===== src/rtl/stack_cmd_sequencer.sv =====
// Host-side command sequencer for the stack core: command FIFO, depth tracking, strobe/done issue.
// Optional WAIT abort on a stuck core when STACK_SEQ_TIMEOUT_EN is defined.
module stack_cmd_sequencer #(
    parameter int DATA_W     = 8,
    parameter int STK_DEPTH  = 32,
    parameter int FIFO_DEPTH = 4,
    parameter int TIMEOUT    = 15
) (
    input  logic              clk,
    input  logic              rst,
    input  logic              cmd_valid,
    output logic              cmd_ready,
    input  logic              cmd_op,
    input  logic [DATA_W-1:0] cmd_data,
    output logic              rsp_valid,
    input  logic              rsp_ready,
    output logic [DATA_W-1:0] rsp_data,
    output logic [1:0]        rsp_err,
    output logic              stk_push,
    output logic              stk_pop,
    output logic [DATA_W-1:0] stk_wdata,
    input  logic [DATA_W-1:0] stk_rdata,
    input  logic              stk_done,
    output logic [5:0]        depth
);
    localparam int PTR_W = $clog2(FIFO_DEPTH);

    typedef enum logic [2:0] {IDLE, CHECK, ISSUE, WAIT, RESP} state_t;
    typedef struct packed {
        logic              op;
        logic [DATA_W-1:0] data;
    } cmd_t;

    state_t            state, state_nxt;
    cmd_t              fifo_mem [FIFO_DEPTH];
    cmd_t              head, cur;
    logic [PTR_W-1:0]  wr_ptr, rd_ptr;
    logic [PTR_W:0]    count;
    logic              fifo_empty, fifo_full, cmd_fire;
    logic              take, fifo_wr, fifo_rd;
    logic [1:0]        chk_err;
    logic              first_wait, wait_exit, timed_out;
`ifdef STACK_SEQ_TIMEOUT_EN
    logic [3:0]        wait_cnt;
`endif

    assign fifo_empty = (count == '0);
    assign fifo_full  = (count == (PTR_W+1)'(FIFO_DEPTH));
    assign cmd_ready  = !fifo_full;
    assign cmd_fire   = cmd_valid && cmd_ready;
    assign rsp_valid  = (state == RESP);

    // An empty FIFO falls through: the incoming command goes straight to CHECK.
    assign take    = (state == IDLE) && (!fifo_empty || cmd_fire);
    assign fifo_rd = take && !fifo_empty;
    assign fifo_wr = cmd_fire && !(take && fifo_empty);
    assign head    = fifo_empty ? cmd_t'({cmd_op, cmd_data}) : fifo_mem[rd_ptr];

    always_ff @(posedge clk) begin
        if (fifo_wr)
            fifo_mem[wr_ptr] <= {cmd_op, cmd_data};
    end

    always_ff @(posedge clk) begin
        if (rst) begin
            wr_ptr <= '0;
            rd_ptr <= '0;
            count  <= '0;
        end else begin
            if (fifo_wr) wr_ptr <= wr_ptr + 1'b1;
            if (fifo_rd) rd_ptr <= rd_ptr + 1'b1;
            count <= count + {{PTR_W{1'b0}}, fifo_wr} - {{PTR_W{1'b0}}, fifo_rd};
        end
    end

    always_comb begin
        chk_err = 2'b00;
        if (!cur.op && depth == 6'(STK_DEPTH)) chk_err = 2'b01;
        else if (cur.op && depth == 6'd0)      chk_err = 2'b10;
    end

    always_comb begin
        state_nxt = state;
        wait_exit = 1'b0;
        timed_out = 1'b0;
        stk_push  = 1'b0;
        stk_pop   = 1'b0;
        case (state)
            IDLE:  if (take) state_nxt = CHECK;
            CHECK: state_nxt = (chk_err != 2'b00) ? RESP : ISSUE;
            ISSUE: begin
                stk_push  = !cur.op;
                stk_pop   = cur.op;
                state_nxt = WAIT;
            end
            WAIT: begin
                // done may still be high from the previous instruction on the first cycle
                if (!first_wait && stk_done) begin
                    wait_exit = 1'b1;
                    state_nxt = RESP;
                end
`ifdef STACK_SEQ_TIMEOUT_EN
                else if (wait_cnt == 4'(TIMEOUT - 1)) begin
                    timed_out = 1'b1;
                    state_nxt = RESP;
                end
`endif
            end
            RESP:    if (rsp_ready) state_nxt = IDLE;
            default: state_nxt = IDLE;
        endcase
    end

    always_ff @(posedge clk) begin
        if (rst) begin
            state      <= IDLE;
            cur        <= '0;
            depth      <= '0;
            rsp_data   <= '0;
            rsp_err    <= 2'b00;
            stk_wdata  <= '0;
            first_wait <= 1'b0;
`ifdef STACK_SEQ_TIMEOUT_EN
            wait_cnt   <= '0;
`endif
        end else begin
            state <= state_nxt;
            if (take) cur <= head;
            if (state == CHECK) begin
                rsp_err  <= chk_err;
                rsp_data <= '0;
                if (chk_err == 2'b00) stk_wdata <= cur.op ? '0 : cur.data;
            end
            if (state == ISSUE) first_wait <= 1'b1;
            if (state == WAIT)  first_wait <= 1'b0;
`ifdef STACK_SEQ_TIMEOUT_EN
            if (state == ISSUE) wait_cnt <= '0;
            if (state == WAIT)  wait_cnt <= wait_cnt + 4'd1;
`endif
            if (wait_exit) begin
                rsp_err <= 2'b00;
                if (cur.op) begin
                    depth    <= depth - 6'd1;
                    rsp_data <= stk_rdata;
                end else begin
                    depth    <= depth + 6'd1;
                    rsp_data <= '0;
                end
            end
            if (timed_out) begin
                rsp_err  <= 2'b11;
                rsp_data <= '0;
            end
        end
    end
endmodule


===== config.mk =====
export PLATFORM = sky130hd
export DESIGN_NAME = stack_cmd_sequencer
export DESIGN_NICKNAME = d
export VERILOG_FILES = /design/src/rtl/stack_cmd_sequencer.sv
export SDC_FILE = /design/constraint.sdc
export NUM_CORES = 1
export LEC_CHECK = 0
export BUFFER_PORTS_ARGS = -buffer_cell sky130_fd_sc_hd__buf_2
export CAP_MARGIN = 20
export CORE_ASPECT_RATIO = 1.75
export CORE_MARGIN = 2
export CORE_UTILIZATION = 57
export CTS_CLUSTER_SIZE = 40
export DETAILED_ROUTE_END_ITERATION = 10
export PLACE_DENSITY = 0.82
export SYNTH_ARGS = -nofsm -noshare
export SYNTH_HDL_FRONTEND = slang
export SYNTH_SLANG_ARGS = --single-unit

===== constraint.sdc =====
create_clock -name clk -period 2.6 [get_ports clk]
set_input_delay 0.13 -clock clk [delete_from_list [all_inputs] [get_ports clk]]
set_output_delay 0.13 -clock clk [all_outputs]
set_load 0.005 [all_outputs]

---- Word level (Yosys, flattened, before mapping) ----
Memory sizes are Yosys's and may differ from the RTL's. A register that Yosys moved wholly into a read port is not among the register bits.
Cells that the tools add are included.
word-level totals
  flip-flop bits (word level) ............. 44
  bits in writable memories ............... 36
  bits of input ports ..................... 22
  memories kept ........................... 1
operators by class
  add/subtract/negate cells ............... 6
  equality and inequality tests ........... 9
  mux-type cells .......................... 21
  reduce and logical (&&, ||, !) cells .... 24
memories
  name      words  width  rd ports  clocked after Yosys merged registers in  write ports  line  source
  fifo_mem  4      9      1         1                                        1            35    cmd_t fifo_mem [FIFO_DEPTH];
operators with widths
  operator               count
  $mux W8                4
  $pmux W3 S5            1
  $mux W3                4
  $mux W9                1
  $logic_and A1 B1 Y1    8
  $mux W2                4
  $add A6 B1 Y6 const B  1
  $eq A3 B2 Y1 const B   2
  $eq A3 B3 Y1 const B   2
  $eq A6 B6 Y1 const B   1
  $logic_not A3 Y1       2
  $logic_not A6 Y1       1
  $mux W1                6
  $mux W6                1
  $sub A6 B1 Y6 const B  1
  $logic_not A1 Y1       5
  $add A2 B1 Y2 const B  2
  $ne A2 B2 Y1 const B   2
  $reduce_bool A2 Y1     2
  $reduce_or A2 Y1       2
  $add A3 B1 Y3          1
  $eq A3 B1 Y1 const B   1
  $reduce_and A3 Y1      1
  $sub A3 B1 Y3          1
  4 further kinds        4

---- Logic depth before layout (Yosys ltp) ----
  depth in word-level cells ............... 10
  gate-level depth with buffers ........... 11

---- Least setup slack after synthesis ----
OpenSTA, ideal clock, no wires.
  path type ............................... reg-to-reg
  from .................................... register state[1]
  to ...................................... register count[2]
  arrival ................................. 2240 ps
  slack ................................... 232 ps
  cell stages (with the launch flop) ...... 12
  clock period less this slack ............ 2368 ps
  cell sequence ........................... dfxtp_1 clkbuf_2 nor3_1 o21ai_0 nand2_1 ha_1 inv_1 ha_1 fa_1 xnor2_1 xnor2_1 nor2_1
on the way
  word-level cells in the longest chain between the ends .. 7
ends and longest elaborated chain
  item                      line  source
  start: declaration        34    state_t state, state_nxt;
  start signal: assignment  127   state <= state_nxt;
  $logic_not A3 Y1 *        54    assign take = (state == IDLE) && (!fifo_empty || cmd_fire);
  $logic_and A1 B1 Y1 *     54
  $logic_and A1 B1 Y1       56    assign fifo_wr = cmd_fire && !(take && fifo_empty);
  $logic_not A1 Y1          56
  $logic_and A1 B1 Y1       56
  $add A3 B1 Y3             72    count <= count + {{PTR_W{1'b0}}, fifo_wr} - {{PTR_W{1'b0}}, fifo_rd};
  $sub A3 B1 Y3 *           72
  end signal: assignment    72
  end: declaration          38    logic [PTR_W:0] count;
Every way passes the cells marked *; elsewhere a longest branch is shown, timed or not.
A chain may end at the register's enable or synchronous reset.

---- Final worst setup path ----
  from .................................... register state[0]
  to ...................................... register count[2]
The elaborated chain is that of the path after synthesis.

==> run metrics <==
Die ar.=0.00699 sq mm; flop-to-flop setup slack=0.20 ns; final total power=4160 uW; CTS tree=done; Crit path largest cell delay=0.49 ns; first-iteration detailed-routing DRC count=205; Mapped Area=between 0.003 and 0.004 sq mm; fin. max-slew vios=0; Max-Cap Viols=0; clock-pin slew of the registers on the worst-case setup and hold paths=0.08 ns; total congestion overflow=0; post-synthesis register bit count=82; Num CTS Buffers=9; RSZ-0062 raised after global routing=false; final instance area=0.00418 sq mm; top cell type by total area after synthesis=edfxtp_1; pwr dens=994 mW/mm^2; post-route minimum period=2.40 ns; Comb pwr share=about 32%; antenna-violating nets left=0; Synth Warn #=0; Final nets=386; FFs w/ async S/R, synth=0%; clock share of power=26.3%; crit-path cells=nor3_2 -> o21ai_0 -> nand2_1 -> ha_1 -> inv_1 -> ha_1 -> fa_1 -> xnor2_1 -> xnor2_1 -> nor2_1; Hold Path Stages=3; endpoints failing setup=0; Post-Synthesis Cells=299; largest net degree at the start of global routing=between 50 and 60; CP max stage cell=dfxtp_1; Net Sw Power=1330 uW; DR DRC count=0; Mean Syn Cell Area=about 12 sq um; data required time at the worst endpoint=2.82 ns; Die Y=109 um; PnR worst setup slack=0.196 ns; Starting Density=58.6%; IO Count=50; status=finished, final reports clean; H-tree depth=3; max_slew headroom=40.0%; Post-Syn Nets=roughly 330; die width=64.1 um; worst path arrival time=between 2 and 3 ns; clk_lat worst skew=0.36 ns; Yosys cell types=just under 50; final clock skew=0.00611 ns; maximum clock path buffer count=2; Hold Path Class=in -> reg; Post-synth top flop=dfxtp_1; Max Clk Rate=416 MHz; Sw Ratio=32.1%; r2r worst-path depth=10; HPWL Detailed=4610 um; first-pass GRT wire length=11,000 um; worst-path maximum fanout=8; Via Count=between 2,000 and 2,500; largest cells by area after synthesis=edfxtp_1 (30%), dfxtp_1 (26%), mux4_2 (5.6%); sequential share of the synthesized area=approximately 56%; Routed WL=6620 um; VDD IR max=0.588 mV; post-synth top area share=30.1%; initial antenna violation count=0; Worst-Margin Slew=about 0.90 ns; sequential share of power=41.7%; # port buffers=49; Setup CP Type=reg -> reg; vias per std cell=5.60; row count=38; Post-synth EDFFs=36; # diodes=0; final hold vios=0; clock sink count=between 80 and 90; final setup TNS=0 ns; gpl congestion=0.804; Layout area overhead=16.3%; dpl ws=0.150 ns; Root Driver=clkbuf_8; Tcrit/Tclk final=around 92%; Leakage=0.00162 uW; Placement Cell Area=about 0.0039 sq mm; Total GRT Usage=21.0%; crit end category=flip-flop; vias in the first global route=2,340; Post CTS Setup Buffer Count=0; core area=0.00613 sq mm; DR pass1 iterations=4; startpoint types=flip-flop; layout cells sized above 1=24.1%; WL/cell=15.1 um; internal power=2820 uW
==> routing by layer <==
metal,GRT usage (%),vias up,part of all wire (%)
met4,11.2,0,2.1
met1,23.8,1196,41
met5,0,-,0
met2,36.5,44,53
li1,-,1197,-
met3,4.75,11,3.3
==> repair_timing <==
item                                    CTS  global route
resized for setup                         0             1
hold buffers                              8             0
endpoints found under the setup margin    0             1
endpoints found under the hold margin    32             0
==> power by group through the flow <==
| stage | Combinational (uW) | Clock (uW) | Sequential (uW) |
|---|---|---|---|
| 2_1_floorplan | 1140 | 0 | 1690 |
| 3_3_place_gp | 1270 | 0 | 1740 |
| 3_5_place_dp | 1320 | 0 | 1760 |
| 4_1_cts | 1340 | 1110 | 1730 |
| 5_1_grt | 1490 | 1170 | 1760 |
| 6_report | 1330 | 1090 | 1730 |
==> worst max-delay path, delay by kind of cell (launching register included) <==
family / cells / cell delay (ns)
AND/OR/NAND/NOR: 3 / 0.30
buffers and inverters: 1 / 0.04
adder cells (fa/ha/maj): 3 / 0.86
AO/OA/AOI/OAI: 1 / 0.27
flip-flops: 1 / 0.49
XOR/XNOR: 2 / 0.32
==> layout by cell type (no fill, tap or decap), types with 4 or more instances in the layout <==
master / count
buf_2: 49
dfxtp_1: 46
edfxtp_1: 36
nor2_1: 27
a21oi_1: 16
nand2_1: 12
mux2i_1: 12
inv_1: 10
nor3_1: 10
a211oi_1: 10
ha_1: 10
mux4_2: 9
clkbuf_8: 9
nand3b_1: 8
a22oi_1: 8
dlygate4sd3_1: 8
and3_1: 6
nand2b_1: 6
xnor2_1: 6
buf_4: 6
o21ai_0: 5
nor2b_1: 4
o21a_1: 4
==> per-stage QoR <==
stage,utilization [%],cells,hold WS [ns]
2_1_floorplan,-,299,0.229
3_3_place_gp,62.9,413,0.363
3_5_place_dp,62.9,413,0.370
4_1_cts,68.1,437,0.000583
5_1_grt,68.2,437,0.0219
6_report,68.2,437,0.0129
==> registers in the layout, indices dropped and copies added, names as in the netlist, named ones only <==
register / flops
state: 3
cur: 9
rsp_data: 8
first_wait: 1
count: 3
rsp_err: 2
stk_wdata: 8
wr_ptr: 2
rd_ptr: 2
depth: 6
fifo_mem: 36
==> layout make-up <==
cell class | count | area (sq um)
Sequential cell | 82 | 2000
Clock buffer | 9 | 124
Multi-Input combinational cell | 186 | 1430
Fill cell | 445 | 1950
Tap cell | 80 | 100
Inverter | 10 | 37.5
Clock inverter | 7 | 118
Timing Repair Buffer | 63 | 370
==> kinds of logic after synthesis <==
kind of cell | synth area share [%]
adder cells (fa/ha/maj) | 4.59
buffers and inverters | 4.70
XOR/XNOR | 1.95
multiplexers | 8.97
flip-flops | 55.7
AO/OA/AOI/OAI | 9.91
AND/OR/NAND/NOR | 14.2
==> synthesized netlist by cell type (5+ instances only) <==
master / number
and3_1: 6
nand3b_1: 8
edfxtp_1: 36
inv_1: 10
o21ai_0: 5
mux4_2: 9
a211oi_1: 10
a21oi_1: 16
nand2_1: 12
a22oi_1: 8
buf_4: 5
nor2_1: 27
mux2i_1: 12
dfxtp_1: 46
nand2b_1: 6
xnor2_1: 6
ha_1: 10
clkbuf_1: 6
nor3_1: 11
==> final timing paths <==
kind,start,to
setup / recovery,state[0],count[2]
hold / removal,stk_rdata[6],rsp_data[6]
setup reg to reg,state[0],count[2]
hold reg to reg,stk_wdata[5],stk_wdata[5]
Note: power is estimated with default switching activity, not from simulation.
